[config.mk]
export PLATFORM = sky130hd
export DESIGN_NAME = cache_line_xfer
export DESIGN_NICKNAME = d
export VERILOG_FILES = /design/src/rtl/cache_pkg.sv /design/src/rtl/cache_wb_skid.sv /design/src/rtl/cache_line_xfer.sv
export SDC_FILE = /design/constraint.sdc
export NUM_CORES = 1
export LEC_CHECK = 0
export CAP_MARGIN = 20
export CORE_UTILIZATION = 50
export CTS_CLUSTER_DIAMETER = 40
export DETAILED_ROUTE_END_ITERATION = 10
export HOLD_SLACK_MARGIN = 0.05
export PLACE_DENSITY = 0.86
export REMOVE_ABC_BUFFERS = 1
export SYNTH_ARGS = -nofsm -noshare
export SYNTH_HDL_FRONTEND = slang
export SYNTH_HIERARCHICAL = 1
export SYNTH_SLANG_ARGS = --single-unit
[constraint.sdc]
create_clock -name clk -period 4.3 [get_ports clk]
set_input_delay 0.86 -clock clk [delete_from_list [all_inputs] [get_ports clk]]
set_output_delay 0.86 -clock clk [all_outputs]
set_load 0.02 [all_outputs]
[src/rtl/cache_pkg.sv]
// Shared definitions for the cache line transfer engine.
//   xfer_state_e : engine state encoding (IDLE, EVICT, REFILL, DONE)
//   SKID_DEPTH   : entries in the writeback skid buffer
//   clog2_min1   : ceil(log2(v)), never less than 1, for counter and index widths
package cache_pkg;

  typedef enum logic [1:0] {
    IDLE   = 2'd0,
    EVICT  = 2'd1,
    REFILL = 2'd2,
    DONE   = 2'd3
  } xfer_state_e;

  localparam int unsigned SKID_DEPTH = 2;

  function automatic int unsigned clog2_min1(input int unsigned v);
    return (v <= 1) ? 1 : $clog2(v);
  endfunction

endpackage

[src/rtl/cache_wb_skid.sv]
// Two-entry FIFO that holds RAM read data during an eviction until the bus
// accepts it.
//   clk, rst : clock, synchronous active-high reset (empties the buffer)
//   push/din : write one entry (caller guarantees there is room)
//   pop      : drop the head entry (caller guarantees it is non-empty)
//   dout     : head entry
//   count    : number of valid entries, 0..2
module cache_wb_skid
  import cache_pkg::*;
#(
  parameter int DATAWIDTH = 64
) (
  input  logic                 clk,
  input  logic                 rst,
  input  logic                 push,
  input  logic [DATAWIDTH-1:0] din,
  input  logic                 pop,
  output logic [DATAWIDTH-1:0] dout,
  output logic [1:0]           count
);

  logic [DATAWIDTH-1:0] mem [SKID_DEPTH];
  logic                 wr_ptr;
  logic                 rd_ptr;

  always_ff @(posedge clk) begin
    if (rst) begin
      wr_ptr <= 1'b0;
      rd_ptr <= 1'b0;
      count  <= 2'd0;
      mem[0] <= '0;
      mem[1] <= '0;
    end else begin
      if (push) begin
        mem[wr_ptr] <= din;
        wr_ptr      <= ~wr_ptr;
      end
      if (pop) begin
        rd_ptr <= ~rd_ptr;
      end
      count <= count + 2'(push) - 2'(pop);
    end
  end

  assign dout = mem[rd_ptr];

endmodule

[src/rtl/cache_line_xfer.sv]
// Line-granular transfer engine between the cache data RAM and the memory bus.
// An accepted request optionally evicts the line (RAM reads streamed out on the
// wb_* channel) and then refills it (rf_* beats written into the RAM).
//   req_*    : controller request handshake; done pulses once per request
//   cm_*     : cache RAM ports (read byte address, write address/data/enable/byte selects)
//   wb_*     : writeback stream to the bus (valid/ready, last marks the final beat)
//   rf_*     : refill stream from the bus (valid/ready)
module cache_line_xfer
  import cache_pkg::*;
#(
  parameter  int DATAWIDTH   = 64,
  parameter  int CACHE_DEPTH = 2048,
  parameter  int LINE_BEATS  = 4,
  localparam int CSWIDTH     = DATAWIDTH / 8,
  localparam int ADDR_WID    = $clog2(CACHE_DEPTH),
  localparam int ADDR_LSB    = $clog2(CSWIDTH),
  localparam int BEAT_WID    = clog2_min1(LINE_BEATS),
  localparam int LINE_WID    = ADDR_WID - BEAT_WID
) (
  input  logic                         clk,
  input  logic                         rst,
  input  logic                         req_valid,
  output logic                         req_ready,
  input  logic                         req_evict,
  input  logic [LINE_WID-1:0]          req_line,
  output logic                         done,
  output logic [ADDR_WID+ADDR_LSB-1:0] cm_raddr,
  input  logic [DATAWIDTH-1:0]         cm_rdata,
  output logic [ADDR_WID+ADDR_LSB-1:0] cm_waddr,
  output logic [DATAWIDTH-1:0]         cm_wdata,
  output logic                         cm_we,
  output logic [CSWIDTH-1:0]           cm_bsel,
  output logic                         wb_valid,
  input  logic                         wb_ready,
  output logic [DATAWIDTH-1:0]         wb_data,
  output logic                         wb_last,
  input  logic                         rf_valid,
  output logic                         rf_ready,
  input  logic [DATAWIDTH-1:0]         rf_data
);

  localparam logic [BEAT_WID-1:0] LAST_BEAT = BEAT_WID'(LINE_BEATS - 1);

  xfer_state_e                  state_q, state_d;
  logic [LINE_WID-1:0]          line_q;
  logic [BEAT_WID-1:0]          rd_beat_q;
  logic                         rd_all_q;
  logic                         rd_pend_q;
  logic [BEAT_WID-1:0]          wb_beat_q;
  logic [BEAT_WID-1:0]          rf_beat_q;
  logic                         we_q;
  logic [ADDR_WID+ADDR_LSB-1:0] waddr_q;
  logic [DATAWIDTH-1:0]         wdata_q;

  logic [1:0]                   skid_cnt;
  logic [DATAWIDTH-1:0]         skid_dout;
  logic                         wb_fire;
  logic                         rf_fire;
  logic                         rd_issue;
  logic [2:0]                   slots_used;

  cache_wb_skid #(.DATAWIDTH(DATAWIDTH)) u_skid (
    .clk   (clk),
    .rst   (rst),
    .push  (rd_pend_q),
    .din   (cm_rdata),
    .pop   (wb_fire),
    .dout  (skid_dout),
    .count (skid_cnt)
  );

  assign wb_valid = (state_q == EVICT) && (skid_cnt != 2'd0);
  assign wb_data  = skid_dout;
  assign wb_last  = wb_valid && (wb_beat_q == LAST_BEAT);
  assign wb_fire  = wb_valid && wb_ready;
  assign rf_fire  = (state_q == REFILL) && rf_valid;

  // A slot freed by this cycle's pop counts as available, which keeps one
  // beat per cycle flowing with wb_ready high while in-flight + buffered
  // still never exceeds the two skid entries.
  assign slots_used = 3'(skid_cnt) + 3'(rd_pend_q) - 3'(wb_fire);
  assign rd_issue   = (state_q == EVICT) && !rd_all_q && (slots_used < 3'd2);

  // The RAM samples this address at the edge; data appears on cm_rdata the
  // following cycle, when rd_pend_q pushes it into the skid buffer.
  assign cm_raddr = {line_q, rd_beat_q, {ADDR_LSB{1'b0}}};
  assign cm_waddr = waddr_q;
  assign cm_wdata = wdata_q;
  assign cm_we    = we_q;
  assign cm_bsel  = {CSWIDTH{we_q}};

  always_comb begin
    state_d   = state_q;
    req_ready = 1'b0;
    rf_ready  = 1'b0;
    done      = 1'b0;
    unique case (state_q)
      IDLE: begin
        req_ready = 1'b1;
        if (req_valid) state_d = req_evict ? EVICT : REFILL;
      end
      EVICT: begin
        if (wb_fire && (wb_beat_q == LAST_BEAT)) state_d = REFILL;
      end
      REFILL: begin
        rf_ready = 1'b1;
        if (rf_fire && (rf_beat_q == LAST_BEAT)) state_d = DONE;
      end
      DONE: begin
        done    = 1'b1;
        state_d = IDLE;
      end
      default: state_d = IDLE;
    endcase
  end

  always_ff @(posedge clk) begin
    if (rst) begin
      state_q   <= IDLE;
      line_q    <= '0;
      rd_beat_q <= '0;
      rd_all_q  <= 1'b0;
      rd_pend_q <= 1'b0;
      wb_beat_q <= '0;
      rf_beat_q <= '0;
      we_q      <= 1'b0;
      waddr_q   <= '0;
      wdata_q   <= '0;
    end else begin
      state_q   <= state_d;
      rd_pend_q <= rd_issue;
      we_q      <= rf_fire;
      if (req_valid && req_ready) begin
        line_q    <= req_line;
        rd_beat_q <= '0;
        rd_all_q  <= 1'b0;
        wb_beat_q <= '0;
        rf_beat_q <= '0;
      end
      if (rd_issue) begin
        rd_beat_q <= rd_beat_q + BEAT_WID'(1);
        if (rd_beat_q == LAST_BEAT) rd_all_q <= 1'b1;
      end
      if (wb_fire) wb_beat_q <= wb_beat_q + BEAT_WID'(1);
      if (rf_fire) begin
        waddr_q   <= {line_q, rf_beat_q, {ADDR_LSB{1'b0}}};
        wdata_q   <= rf_data;
        rf_beat_q <= rf_beat_q + BEAT_WID'(1);
      end
    end
  end

endmodule
==> impl_metrics.env, run 1 <==
export IMPL_status="completed"
export IMPL_ff2ff_setup_slack_ns=1.90
export IMPL_synth_cell_area_sq_um=9710
export IMPL_place_inst=1394
export IMPL_cts_setup_buffers=0
export IMPL_die_area_sq_um=20000
export IMPL_cts_hold_buffers=0
export IMPL_crit_fanout=35
export IMPL_ff2ff_path_depth=9
export IMPL_die_h_um=141
export IMPL_grt_pass1_wl_mm=39.0
export IMPL_rows=50
export IMPL_wirelength_mm=25.8
export IMPL_layout_min_cycle_time_ns=3.40
export IMPL_pin_count=313
export IMPL_finClkSkew_ns=0.0199
export IMPL_cp_start_kind="flop"
export IMPL_synth_seq_area_share_pct=60.2
export IMPL_syn_inst=885
export IMPL_yosys_area_top_type="edfxtp_1"
export IMPL_drc_errors=0
export IMPL_crit_path_end_kind="primary output"
export IMPL_hpwl_mm=16.7
export IMPL_synth_avg_cell_area_sq_um=11.0
export IMPL_grt_max_degree=85
export IMPL_setup_viol=0
export IMPL_synth_cell_types=34
export IMPL_arrival_ns=2.54
export IMPL_max_cap_violations=0
export IMPL_overflow=0
export IMPL_firstDrtPassIters=5
export IMPL_synthTopCellsByArea="edfxtp_1 40%, dfxtp_1 21%, mux2_4 9.3%, nand2_1 6.7%, nor2_1 5.3%"
export IMPL_rsz0062_at_grt="no"
export IMPL_clock_path_buffers=3
export IMPL_first_iter_violations=459
export IMPL_hold_viol_final=0
export IMPL_max_freq_mhz=295
export IMPL_via_per_inst=5.12
export IMPL_worstHoldStart="cm_waddr[13]"
export IMPL_clkSinkCount=228
export IMPL_worstMarginPinSlew_ns=0.891
export IMPL_io_buffers=306
export IMPL_max_slew_margin_pct=40.6
export IMPL_min_to="cm_waddr[13]"
export IMPL_yosysWarnings=6
export IMPL_gp_congestion=0.746
export IMPL_die_w_um=141
export IMPL_antenna_found_initial=3
export IMPL_post_route_period_util_pct=79.0
export IMPL_final_cells=1447
export IMPL_tns_ns=0
export IMPL_track_usage_pct=24.9
export IMPL_cts_buffers=29
export IMPL_synth_seq_cells=228
export IMPL_crit_required_ns=3.44
export IMPL_fillers=1282
export IMPL_p_leak_nw=4.94
export IMPL_vdd_ir_drop_max_mv=0.355
export IMPL_cts_root_buffer="clkbuf_16"
export IMPL_crit_type="flop to primary output"
export IMPL_nNetsFinal=1318
export IMPL_hold_depth=2
export IMPL_power_density_nw_per_um2=480
export IMPL_htree_num_levels=1
export IMPL_drive_gt1_share_pct=11.0
export IMPL_insertion_delay_ns=0.53
export IMPL_wire_per_inst_um=17.8
export IMPL_reg2reg_from="state_q[1]"
export IMPL_grt_pass1_vias=7464
export IMPL_hold_class="flop to flop"
export IMPL_clkSlewWorstSetupHoldPaths_ns=0.06
export IMPL_drtAntennaViolNets=0
export IMPL_post_cts_resized=0
export IMPL_coreArea_sq_um=18900
export IMPL_area_growth_pct=41.5
export IMPL_yosysTopAreaCellShare_pct=39.6
export IMPL_drv_slew=0
export IMPL_timing_rr_end="rd_beat_q[0]"
export IMPL_start_util_pct=51.4
export IMPL_cts_tree="built"
export IMPL_vias=7414
[placed cells by master, fill, tap and decap left out, drive strengths merged, types with 2 or more instances in the layout]
cell type,count
xnor2,3
bufinv,2
mux2,66
nand2,174
o211ai,4
ha,9
a21oi,92
clkbuf,35
conb,6
clkinv,7
clkdlybuf4s50,305
nor2,137
buf,11
and2,3
clkinvlp,4
dfxtp,100
nand2b,71
inv,10
edfxtp,128
nand3,6
[power breakdown]
part	internal [mW]	switching, mW
clock	1.43	0.942
combinational	0.732	0.828
sequential	2.55	0.115
total	4.71	1.88
[layer usage]
metal / GRT usage (%) / vias up / share of wire, %
li1: - / 3503 / -
met1: 28.9 / 3554 / 37
met2: 43.6 / 311 / 51
met3: 7.86 / 44 / 9.8
met4: 8.30 / 2 / 2.4
met5: 0.752 / - / 0.050
[registers in the layout, summed over array words and instances (netlist names), named ones only]
register	cells
u_skid/count	2
rd_pend_q	1
line_q	9
rd_all_q	1
rf_beat_q	2
cm_we	1
u_skid/rd_ptr	1
cm_wdata	64
rd_beat_q	2
state_q	2
u_skid/wr_ptr	1
wb_beat_q	2
u_skid/mem	128
cm_waddr	11
[cell usage after synthesis (all sizes together)]
master,n
mux2i,1
edfxtp,128
nor3,1
inv,6
xnor2,3
or3,1
nor2,137
nand2,174
buf,46
nor2b,1
a222oi,1
clkbuf,26
ha,9
conb,1
mux2,66
o211ai,4
and2,3
nand3b,1
dfxtp,100
o21a,1
xnor3,1
nand2b,71
a21oi,92
a32oi,1
nand3,6
and3b,1
fa,1
xor2,1
or2,1
[metrics by stage]
step                      setup WS (ns)  hold WS (ns)  total power [mW]  util, %  instance area [sq um]
after floorplan                   0.426         0.443              3.51        -                   9280
after global placement             1.28         0.441              4.22     67.7                  12800
after detailed placement           1.24         0.446              4.26     67.7                  12800
after CTS                         0.865         0.454              6.64     72.7                  13700
after global routing              0.812         0.470              6.83     72.7                  13700
final                             0.905         0.453              6.59     72.7                  13700
[worst max-delay path: stages (launching register included)]
cell             delay [ns]
dfxtp_4                0.74
buf_12                 0.34
mux2_2                 0.37
clkdlybuf4s50_1        0.54
[cell families after synthesis]
logic type,after synthesis,share of synthesized area (%)
flops,228,60.2
compound gates,99,5.32
xor+xnor,5,0.593
mux,67,10.1
buf+inv,78,4.82
other cells,1,0.0386
simple gates,397,17.6
fa+ha+maj,10,1.37
[how the worst max path moves through the flow]
stage	from	endpoint	slack, ns	cells past startpoint
after floorplan	flop	wb_data[0]	0.43	1
after global placement	wb_ready	rd_beat_q[0]	1.28	8
after detailed placement	wb_ready	rd_beat_q[0]	1.24	8
after CTS	flop	wb_data[22]	0.87	3
after global routing	flop	wb_data[0]	0.81	3
final	flop	wb_data[0]	0.90	3
[cell type report]
type | count | area, sq um | area share (%)
multi-input combinational | 584 | 3430 | 24.9
antenna | 1 | 2.50 | 0.0182
timing repair buffer | 316 | 3160 | 23.0
sequential | 228 | 5850 | 42.6
clock inverter | 17 | 173 | 1.26
tap | 260 | 325 | 2.37
inverter | 6 | 22.5 | 0.164
clock buffer | 35 | 781 | 5.68
(Power assumes the default switching activity.)
==> run 2: changes to the inputs <==
CORE_UTILIZATION = 42   (was 50)
PLACE_DENSITY = 0.77   (was 0.86)
clock period = 3 ns   (was 4.3 ns; I/O delays follow)
==> impl_metrics.env, run 2 (same netlist as run 1, synthesis figures left out) <==
export IMPL_worstMarginPinSlew_ns=0.749
export IMPL_clkSlewWorstSetupHoldPaths_ns=0.05
export IMPL_via_per_inst=4.93
export IMPL_drtAntennaViolNets=0
export IMPL_hpwl_mm=16.2
export IMPL_crit_chain="buf_12 > mux2_2 > clkdlybuf4s50_1"
export IMPL_largest_reg_flops=128
export IMPL_p_int_mw=7.10
export IMPL_cts_root_buffer="clkbuf_16"
export IMPL_path_buf_inv=2
export IMPL_drive_gt1_share_pct=12.2
export IMPL_final_common_cell="clkdlybuf4s50_1"
export IMPL_pin_count=313
export IMPL_crit_slowest_cell="dfxtp_4"
export IMPL_insertion_delay_ns=0.54
export IMPL_grt_use_met1_pct=24.0
export IMPL_regMostFlops="u_skid/mem"
export IMPL_track_usage_pct=20.5
export IMPL_cts_hold_buffers=0
export IMPL_crit_required_ns=2.40
export IMPL_layout_min_cycle_time_ns=2.86
export IMPL_start_util_pct=42.9
export IMPL_status="completed"
export IMPL_post_cts_resized=0
export IMPL_rsz0062_at_grt="no"
export IMPL_grt_use_met3_pct=7.67
export IMPL_nNetsFinal=1326
export IMPL_vias=7314
export IMPL_drv_slew=0
export IMPL_place_inst=1425
export IMPL_antenna_found_initial=3
export IMPL_vdd_ir_drop_max_mv=0.494
export IMPL_top_usage_layer="met2"
export IMPL_die_h_um=154
export IMPL_final_cells=1484
export IMPL_cts_buffers=31
export IMPL_setup_viol=0
export IMPL_grt_pass1_wl_mm=38.8
export IMPL_overflow=0
export IMPL_grt_max_degree=71
export IMPL_max_cap_violations=0
export IMPL_clock_path_buffers=3
export IMPL_crit_fanout=21
export IMPL_finClkSkew_ns=0.0158
export IMPL_coreArea_sq_um=22600
export IMPL_final_cell_mix="305 x clkdlybuf4s50_1, 172 x nand2_1, 137 x nor2_1"
export IMPL_power_switching_mw=2.71
export IMPL_htree_num_levels=1
export IMPL_die_w_um=154
export IMPL_crit_type="flop to primary output"
export IMPL_tns_ns=0
export IMPL_max_freq_mhz=349
export IMPL_rows=55
export IMPL_first_iter_violations=357
export IMPL_cp_start_kind="flop"
export IMPL_wire_per_inst_um=16.7
export IMPL_grt_pass1_vias=7408
export IMPL_hold_viol_final=0
export IMPL_cp_top_family="buffers and inverters"
export IMPL_power_frac_comb_pct=23.2
export IMPL_firstDrtPassIters=5
export IMPL_cts_setup_buffers=0
export IMPL_drc_errors=0
export IMPL_gp_congestion=0.744
export IMPL_wirelength_mm=24.7
export IMPL_max_slew_margin_pct=50.1
export IMPL_hold_class="flop to flop"
export IMPL_power_density_nw_per_um2=700
export IMPL_swShare_pct=27.6
export IMPL_met2_usage_pct=35.1
export IMPL_area_growth_pct=44.3
export IMPL_clkSinkCount=228
export IMPL_p_leak_nw=5.08
export IMPL_arrival_ns=2.26
export IMPL_post_route_period_util_pct=95.4
export IMPL_cts_tree="built"
export IMPL_max_stage_delay_ns=0.56
export IMPL_p_clk_share_pct=38.0
export IMPL_io_buffers=306
export IMPL_crit_path_end_kind="primary output"
export IMPL_p_seq_share_pct=38.8
export IMPL_die_area_sq_um=23700
run 2: cell count changes in the layout (fill, tap and decap cells not counted), moves of 2 or more:
cell / before / now
diode_2: 1 / 3
clkbuf_8: 1 / 5
inv_4: 0 / 2
clkbuf_16: 30 / 34
clkbuf_1: 3 / 1
nand2b_2: 2 / 0
buf_12: 2 / 6
clkinv_1: 3 / 0
clkbuf_4: 0 / 2
nand2b_4: 1 / 3
buf_4: 9 / 11
run 2: final cells by class:
class / instances / area, sq um
Antenna cell: 3 / 7.51
Clock buffer: 43 / 943
Clock inverter: 13 / 143
Fill cell: 1768 / 8630
Inverter: 6 / 22.5
Multi-Input combinational cell: 584 / 3440
Sequential cell: 228 / 5850
Tap cell: 285 / 357
Timing Repair Buffer: 322 / 3260
run 2: per-layer routing:
layer | vias up | part of all wire (%)
li1 | 3515 | -
met5 | - | 0
met4 | 0 | 1.6
met2 | 292 | 48
met3 | 33 | 11
met1 | 3474 | 39
run 2: power groups by stage:
| stage | Clock (mW) | Sequential, mW | Combinational [mW] |
|---|---|---|---|
| CTS | 3.81 | 3.81 | 2.29 |
| global placement | 0 | 3.85 | 2.26 |
| floorplan | 0 | 4.01 | 1.02 |
| finish | 3.73 | 3.81 | 2.27 |
| detailed placement | 0 | 3.87 | 2.27 |
| global route | 3.93 | 3.84 | 2.43 |
run 2: worst paths after layout:
kind	startpoint	to	slack (ns)	cells past startpoint
hold reg to reg	cm_wdata[32]	cm_wdata[32]	0.45	2
setup reg to reg	state_q[1]	rd_beat_q[0]	0.57	9
hold / removal	cm_wdata[32]	cm_wdata[32]	0.45	2
setup / recovery	flop	wb_data[1]	0.14	3
run 2: worst reg2reg max path: cells and delay by family (launching register included):
kind                       cells  cell delay (ns)
AOI/OAI and AO/OA              2             0.38
xor gates and xnor gates       2             0.42
adders and majority gates      2             0.68
buffers and inverters          1             0.10
DFF                            1             0.32
and+or+nand+nor                2             0.45
run 2: per-stage QoR:
step / util, % / hold slack (ns) / area, sq um / total power, mW / setup WS [ns]
after global placement: 57.1 / 0.440 / 12900 / 6.10 / 0.223
final: 61.9 / 0.450 / 14000 / 9.81 / 0.137
after floorplan: - / 0.443 / 9280 / 5.03 / -0.614
after global routing: 61.9 / 0.469 / 14000 / 10.2 / 0.0491
after CTS: 61.9 / 0.454 / 14000 / 9.91 / 0.0904
after detailed placement: 57.1 / 0.445 / 12900 / 6.15 / 0.167
